==> src/rtl/inst_fetch_unit.sv <==
`default_nettype none
// ============================================================================
//  Module   : inst_fetch_unit
//  Purpose  : Program counter plus single-outstanding instruction fetch.
//             One 32-bit word is fetched from instruction memory per request
//             from the control FSM (fetch_en). The PC moves on retirement
//             (instr_done), either sequentially (+4) or to a branch target.
//  Revision : 1.0  initial release
// ----------------------------------------------------------------------------
//  Ports
//    clk          in   1   clock, all state on rising edge
//    rstn         in   1   asynchronous active-low reset
//    fetch_en     in   1   fetch request pulse
//    instr_done   in   1   current instruction retires; update PC
//    br_taken     in   1   with instr_done: take branch
//    br_target    in  32   branch target (aligned down to a word)
//    imem_req     out  1   instruction memory read request
//    imem_addr    out 32   word-aligned read address
//    imem_rdata   in  32   read data, valid with imem_rvalid
//    imem_rvalid  in   1   read data valid
//    inst         out 32   instruction register
//    inst_valid   out  1   one-cycle pulse: inst just loaded
//    pc           out 32   program counter
//    busy         out  1   fetch outstanding
//    fetch_err    out  1   sticky: timeout or misaligned branch target
//    retire_cnt   out 32   retired-instruction counter
// ============================================================================
module inst_fetch_unit #(
  parameter logic [31:0] RESET_PC = 32'h1C00_0000,
  parameter int unsigned TIMEOUT  = 16,
  parameter logic [31:0] NOP_INST = 32'h0340_0000
) (
  input  logic        clk,
  input  logic        rstn,
  input  logic        fetch_en,
  input  logic        instr_done,
  input  logic        br_taken,
  input  logic [31:0] br_target,
  output logic        imem_req,
  output logic [31:0] imem_addr,
  input  logic [31:0] imem_rdata,
  input  logic        imem_rvalid,
  output logic [31:0] inst,
  output logic        inst_valid,
  output logic [31:0] pc,
  output logic        busy,
  output logic        fetch_err,
  output logic [31:0] retire_cnt
);

  // Last WAIT cycle count before the fetch is abandoned: the counter holds
  // 0 in the first WAIT cycle, so TIMEOUT WAIT cycles end at TIMEOUT-1.
  localparam logic [15:0] C_WAIT_LAST = 16'(TIMEOUT - 1);

  typedef enum logic [0:0] {
    S_IDLE = 1'b0,
    S_WAIT = 1'b1
  } state_t;

  state_t      state_q, state_d;
  logic [31:0] pc_q, pc_d;
  logic [31:0] addr_q, addr_d;
  logic [31:0] inst_q, inst_d;
  logic        inst_valid_q, inst_valid_d;
  logic        fetch_err_q, fetch_err_d;
  logic [31:0] retire_cnt_q, retire_cnt_d;
  logic [15:0] wait_cnt_q, wait_cnt_d;

  logic        w_misalign;
  logic        w_load;
  logic [31:0] w_load_data;
  logic        w_timeout;

  // --------------------------------------------------------------------------
  // PC / retirement path. pc_d is also the fetch address bypass, so a fetch
  // issued in the same cycle as a retirement goes to the updated PC.
  // --------------------------------------------------------------------------
  always_comb begin
    pc_d         = pc_q;
    w_misalign   = 1'b0;
    retire_cnt_d = retire_cnt_q;
    if (instr_done) begin
      retire_cnt_d = retire_cnt_q + 32'd1;
      if (br_taken) begin
        // Low target bits are dropped; the target is flagged, not rejected.
        pc_d       = {br_target[31:2], 2'b00};
        w_misalign = |br_target[1:0];
      end else begin
        pc_d = pc_q + 32'd4;
      end
    end
  end

  // --------------------------------------------------------------------------
  // Fetch FSM: next state and outputs.
  // --------------------------------------------------------------------------
  always_comb begin
    state_d     = state_q;
    addr_d      = addr_q;
    wait_cnt_d  = wait_cnt_q;
    imem_req    = 1'b0;
    busy        = 1'b0;
    w_load      = 1'b0;
    w_load_data = inst_q;
    w_timeout   = 1'b0;

    unique case (state_q)
      S_IDLE: begin
        // Late responses arriving here without a request are ignored.
        if (fetch_en) begin
          imem_req   = 1'b1;
          addr_d     = pc_d;
          wait_cnt_d = 16'd0;
          if (imem_rvalid) begin
            // Zero-wait memory: the word is taken in the request cycle.
            w_load      = 1'b1;
            w_load_data = imem_rdata;
          end else begin
            state_d = S_WAIT;
          end
        end
      end

      S_WAIT: begin
        // fetch_en is ignored here; only one fetch may be outstanding.
        imem_req = 1'b1;
        busy     = 1'b1;
        if (imem_rvalid) begin
          w_load      = 1'b1;
          w_load_data = imem_rdata;
          state_d     = S_IDLE;
        end else if (wait_cnt_q == C_WAIT_LAST) begin
          // Memory never answered: hand the FSM a harmless NOP instead.
          w_load      = 1'b1;
          w_load_data = NOP_INST;
          w_timeout   = 1'b1;
          state_d     = S_IDLE;
        end else begin
          wait_cnt_d = wait_cnt_q + 16'd1;
        end
      end

      default: begin
        state_d = S_IDLE;
      end
    endcase
  end

  // Address is live (next-PC) in the request cycle, then held while waiting.
  assign imem_addr = (state_q == S_IDLE) ? pc_d : addr_q;

  always_comb begin
    inst_d       = w_load ? w_load_data : inst_q;
    inst_valid_d = w_load;
    fetch_err_d  = fetch_err_q | w_timeout | w_misalign;
  end

  // --------------------------------------------------------------------------
  // State registers
  // --------------------------------------------------------------------------
  always_ff @(posedge clk or negedge rstn) begin
    if (!rstn) begin
      state_q      <= S_IDLE;
      pc_q         <= RESET_PC;
      addr_q       <= RESET_PC;
      inst_q       <= 32'd0;
      inst_valid_q <= 1'b0;
      fetch_err_q  <= 1'b0;
      retire_cnt_q <= 32'd0;
      wait_cnt_q   <= 16'd0;
    end else begin
      state_q      <= state_d;
      pc_q         <= pc_d;
      addr_q       <= addr_d;
      inst_q       <= inst_d;
      inst_valid_q <= inst_valid_d;
      fetch_err_q  <= fetch_err_d;
      retire_cnt_q <= retire_cnt_d;
      wait_cnt_q   <= wait_cnt_d;
    end
  end

  assign inst       = inst_q;
  assign inst_valid = inst_valid_q;
  assign pc         = pc_q;
  assign fetch_err  = fetch_err_q;
  assign retire_cnt = retire_cnt_q;

endmodule
`default_nettype wire
==> config.mk <==
export PLATFORM = sky130hd
export DESIGN_NAME = inst_fetch_unit
export DESIGN_NICKNAME = d
export VERILOG_FILES = /design/src/rtl/inst_fetch_unit.sv
export SDC_FILE = /design/constraint.sdc
export NUM_CORES = 1
export LEC_CHECK = 0
export CAP_MARGIN = 20
export CORE_ASPECT_RATIO = 0.8
export CORE_UTILIZATION = 38
export CTS_CLUSTER_DIAMETER = 50
export DETAILED_ROUTE_END_ITERATION = 12
export HOLD_SLACK_MARGIN = 0.1
export PLACE_DENSITY = 0.66
export SLEW_MARGIN = 5
export SYNTH_ARGS = -nofsm -noshare
export SYNTH_HDL_FRONTEND = slang
export SYNTH_SLANG_ARGS = --single-unit
==> constraint.sdc <==
create_clock -name clk -period 2.65 [get_ports clk]
set_input_delay 0.53 -clock clk [delete_from_list [all_inputs] [get_ports clk]]
set_output_delay 0.53 -clock clk [all_outputs]
set_load 0.02 [all_outputs]
* Yosys cells after proc, flatten, opt, wreduce, memory -nomap -nowiden
Index checks and enable logic that the tools add are counted.
Operators by class: mux-type cells 29, add/subtract/negate cells 3, equality and inequality tests 6, reductions and logical operators 4, bitwise gates (word level) 3
Operator list (number):
- $mux 32 | 7
- $pmux 32 s2 | 1
- $mux 16 | 3
- $add 32x1->32 const B | 1
- $add 32x3->32 const B | 1
- $pmux 16 s2 | 1
- $add 16x1->16 const B | 1
- $eq 16x4->1 const B | 1
- $mux 1 | 14
- $ne 2x2->1 const B | 4
- $pmux 1 s2 | 3
- $reduce_and 4->1 | 1
- $ne 3x2->1 const B | 1
- $reduce_and 3->1 | 1
- $or 1x1->1 | 2
- $reduce_and 2->1 | 1
- $reduce_or 2->1 | 1
- $not 1->1 | 1
Word-level totals: logic and storage cells 53, output and inout port bits 132, bits in registers 147

* Depth between registers and ports, before layout
Gate-level depths: netlist (run 1).
depth after elaboration 6, depth in mapped cells 9, gate-level depth less buffers 7

* Worst setup path after synthesis (run 1)
OpenSTA, ideal clock, no wires.
path type reg-to-output, from register pc_q[2], in the netlist pc[2], to output port imem_addr[24], arrival 2.234 ns, setup slack -0.114 ns, path buffers 0, stages on the path, launching flop included 7, cells stage by stage dfrtp_1 -> ha_1 -> nand3_4 -> nor4_4 -> nand2_2 -> or4_4 -> a32oi_1
On the way: word-level cells in the longest chain between the ends 4
RTL lines:
- from (decl) | line 61 | logic [31:0] pc_q, pc_d;
- from (signal assigned) | line 173 | pc_q <= pc_d;
- $add 32x3->32 | line 89 | pc_d = pc_q + 32'd4;
- $mux 32 | line 84 | if (br_taken) begin
- $mux 32 | line 82 | if (instr_done) begin
- $mux 32 | line 150 | assign imem_addr = (state_q == S_IDLE) ? pc_d : addr_q;
- to (decl) | line 40 | output logic [31:0] imem_addr,
No other way between the ends.

* Final worst setup path (run 1)
from register pc_q[2], in the netlist pc[2], to output port imem_addr[18]
The elaborated chain is that of the path after synthesis.

==> key figures, run 1 <==
Floorplanning
  – Die Ht: 126.5 um
  – Core outline area: 0.01897 mm2
  – I/O pin cnt: 202
  – Row cnt: 45
  – Die X-Extent: 157.6 um
  – Starting density of the core: 0.3877
  – Die ar.: 0.01992 mm2

Outcome
  – Outcome: finished, violations left
  – Failing checks: negative setup slack

Logic synthesis
  – Top FF cell, synth: dfrtp_1
  – Netlist cell types: 68
  – Synth Register Bits: 147
  – Post-synthesis cell area: 0.007357 mm2
  – Share of flip-flops with an asynchronous set or reset: 1.000
  – Leading area contributor after synthesis: dfrtp_1
  – Register area share after synthesis: 0.5010
  – Commonest cells in the netlist: 156 x nand2_1, 141 x dfrtp_1, 59 x nand3_1
  – Post-Syn Instances: 807
  – Post-Syn Nets: 880
  – Most common cell in the netlist: nand2_1
  – Post-synth EDFFs: 0
  – Top cell type's share of synthesized area: 0.4796
  – Syn. warnings: 0
  – Synth area leaders: dfrtp_1 48%, nand2_1 8.0%, nand3_1 4.0%
  – Syn avg cell area: 9.117 um2

Timing
  – RSZ-0062 raised after global routing: yes
  – # setup viols final: 19
  – Max Fclk: 334.2 MHz
  – Worst Slack Setup Final: -0.3425 ns
  – Setup TNS: -4.203 ns
  – Final period util: 1.129
  – Min Tclk post-route: 2.992 ns
  – Worst slew pin tran: 0.6198 ns
  – Normalized max-slew margin: 0.5853
  – Final Hold Fails: 0
  – Setup Skew: 0.01061 ns
  – Pins over their slew limit: 0

Clocking
  – CTS Buf Count: 17
  – H-tree lvl count: 4
  – CTS tree: built
  – CTS Buffer Depth: 2
  – Clk root buf: clkbuf_16
  – Clock sink total: 147
  – Worst-skew pair later-pin latency: 0.43 ns
  – CTS clock-pin slew for the worst setup and hold paths: 0.07 ns

Place
  – Routability congestion estimate: 0.8334
  – Worst slack, placed: -0.8089 ns
  – Post-DP HPWL: 16300 um
  – # placed instances: 1354
  – I/O Buffers: 201

Critical path
  – Largest stage delay on the critical path: 0.47 ns
  – CP endpoint kind: output pin
  – Reg-to-reg startpoint: pc[2]
  – CP Cell Sequence: buf_4, ha_4, and3_4, nand4_4, buf_12, or4_4, o211ai_1, o21ai_1, buf_4
  – Slowest cell on crit path: or4_4
  – Worst EP required: 2.12 ns
  – CP most frequent cell: buf_4
  – Critical-path maximum fanout: 6
  – Startpoint Class: flop
  – Critical path arrival: 2.46 ns
  – R2r setup slk: 0.40 ns
  – Reg2reg end: addr_q[18]
  – R2R cell count: 11
  – Critical setup path kind: reg2out

Min path
  – Hold path cells: 2
  – Worst min-delay path class: reg2reg
  – Worst hold start: addr_q[27]
  – Min-Delay Endpoint: addr_q[27]

Drt
  – 1st-iter DRT viols: 564
  – Wirelength per Cell: 16.68 um
  – DR pass1 iterations: 5
  – Number of remaining DRC errors: 0
  – Vias/cell: 5.215
  – DRT Wirelength: 23770 um
  – Routed vias: 7432
  – ANT nets after route: 0

Power and ir drop
  – P_leak: 5.463 nW
  – VDD IR max: 0.4897 mV
  – Power per cell area: 627.6 mW/mm2
  – Total power: 7.566 mW

Layout
  – # diodes: 0
  – Finished Layout Cells: 1425
  – Fillers: 1502
  – Nets: 1227
  – Syn-to-layout area delta: 63.86%
  – Core Util, Final: 0.6353
  – Share of cells above drive strength 1: 0.2905

Global routing
  – Initial antenna violation count: 0
  – First-pass GRT wire length: 37320 um
  – Largest net degree at the start of global routing: 51
  – GRT Residual Overflow: 0
  – Most used routing layer in global routing: met2
  – Vias in the first global route: 7085
  – Grt met1 use: 0.3473
  – Grt met3 use: 0.04954
  – Met2 Track Usage GR: 0.3602
  – GRT Resource Usage Total: 0.2402

Flow run
  – Max-cap violation count: 0
==> repair_timing <==
item | 4_1_cts | 5_1_grt
pin swaps | 34 | 32
hold buffers | 1 | 0
endpoints found under the hold margin | 43 | 0
resized for setup | 206 | 72
setup buffers | 24 | 14
cloned | 1 | 0
endpoints found under the setup margin | 32 | 28
==> where the power goes <==
group | internal [mW] | total, mW | switching (mW) | leakage, nW
sequential | 2.54 | 2.75 | 0.209 | 1.86
combinational | 1.12 | 2.30 | 1.18 | 3.31
clock | 1.44 | 2.52 | 1.08 | 0.299
==> registers in the layout, summed over array words and instances (netlist names) <==
name	cells
inst_valid	1
state_q	1
fetch_err	1
retire_cnt	32
wait_cnt_q	16
addr_q	32
pc	32
inst	32
==> worst max-delay path by stage <==
stage | start | to | slack [ns] | depth (start not counted)
6_report | pc[2] | imem_addr[18] | -0.34 | 9
5_1_grt | pc[2] | imem_addr[18] | -0.41 | 9
4_1_cts | pc[3] | imem_addr[18] | -0.35 | 9
3_5_place_dp | instr_done | imem_addr[17] | -0.81 | 8
3_3_place_gp | instr_done | imem_addr[17] | -0.78 | 8
2_1_floorplan | pc[2] | imem_addr[24] | -0.003 | 6
==> layout by cell type, fill, tap and decap left out, types with 5 or more instances in the layout <==
cell             Yosys  routed
xor2_1              21      21
o31ai_1             12       7
and3_1              12       9
nand4_1             14      14
o22a_1               7       7
xnor2_1             20      20
a31oi_1              5       5
nor4_1              11       6
inv_6                0       7
clkbuf_16            0      18
a21oi_1             17      15
o21ai_2              0      10
dfrtp_1            141     139
nor4_4               1       6
nand2_1            156     153
o21ai_1             16      20
and4_1               7       5
o21ai_0             51      36
buf_2               16       6
or3_1                5       5
clkdlybuf4s50_1      0     166
a22o_1               5       5
o211ai_1             7       7
inv_1               34      34
nor3_1              14      11
dfstp_2              6       6
buf_12               0       6
buf_6                1      22
buf_4                0     170
nand3_1             59      55
nor2_1              49      46
==> per-stage QoR <==
stage               instance area (um2)  hold slack (ns)
finish                            12060           0.4637
global route                      12060           0.4878
CTS                               11670           0.4689
detailed placement                10590           0.4550
global placement                  10590           0.4494
floorplan                          7378           0.2344
==> final cells by class <==
cell class | count | area [um2] | share of cell area
clock buffer | 17 | 425.4 | 0.03529
clock inverter | 15 | 187.7 | 0.01557
inverter | 35 | 131.4 | 0.01090
multi-input combinational | 575 | 3877 | 0.3216
sequential | 147 | 3689 | 0.3060
tap | 258 | 322.8 | 0.02678
timing repair buffer | 378 | 3422 | 0.2839
==> logic make-up after synthesis <==
| logic type | Yosys count | share of synthesized area |
|---|---|---|
| flops | 147 | 0.5010 |
| simple gates | 355 | 0.2304 |
| mux | 7 | 0.01037 |
| fa+ha+maj | 3 | 0.005103 |
| xor+xnor | 41 | 0.04881 |
| buf+inv | 85 | 0.04711 |
| compound gates | 169 | 0.1571 |
==> per-layer routing <==
metal  vias up  wire length, um
met4         0              387
met3        29             1391
li1       3541                -
met1      3605            11170
met2       257            10820
met5         -                0
==> critical path, delay by kind of cell, from the launching register on <==
kind | cells | cell delay, ns
AOI/OAI and AO/OA | 2 | 0.27
adders and majority gates | 1 | 0.15
buffers and inverters | 3 | 0.47
DFF | 1 | 0.34
and+or+nand+nor | 3 | 0.81
Note: power is estimated with default switching activity, not from simulation.
==> inputs of run 2 (changes only) <==
Settings changed: CAP_MARGIN 20 to default.
==> results of run 2 <==
No change in the layout: final DEF, timing and power equal those of run 1.
==> inputs of run 3 (changes only) <==
Settings changed: CAP_MARGIN from default to 25.
==> results of run 3 <==
No change in the layout: final DEF, timing and power equal those of run 1.
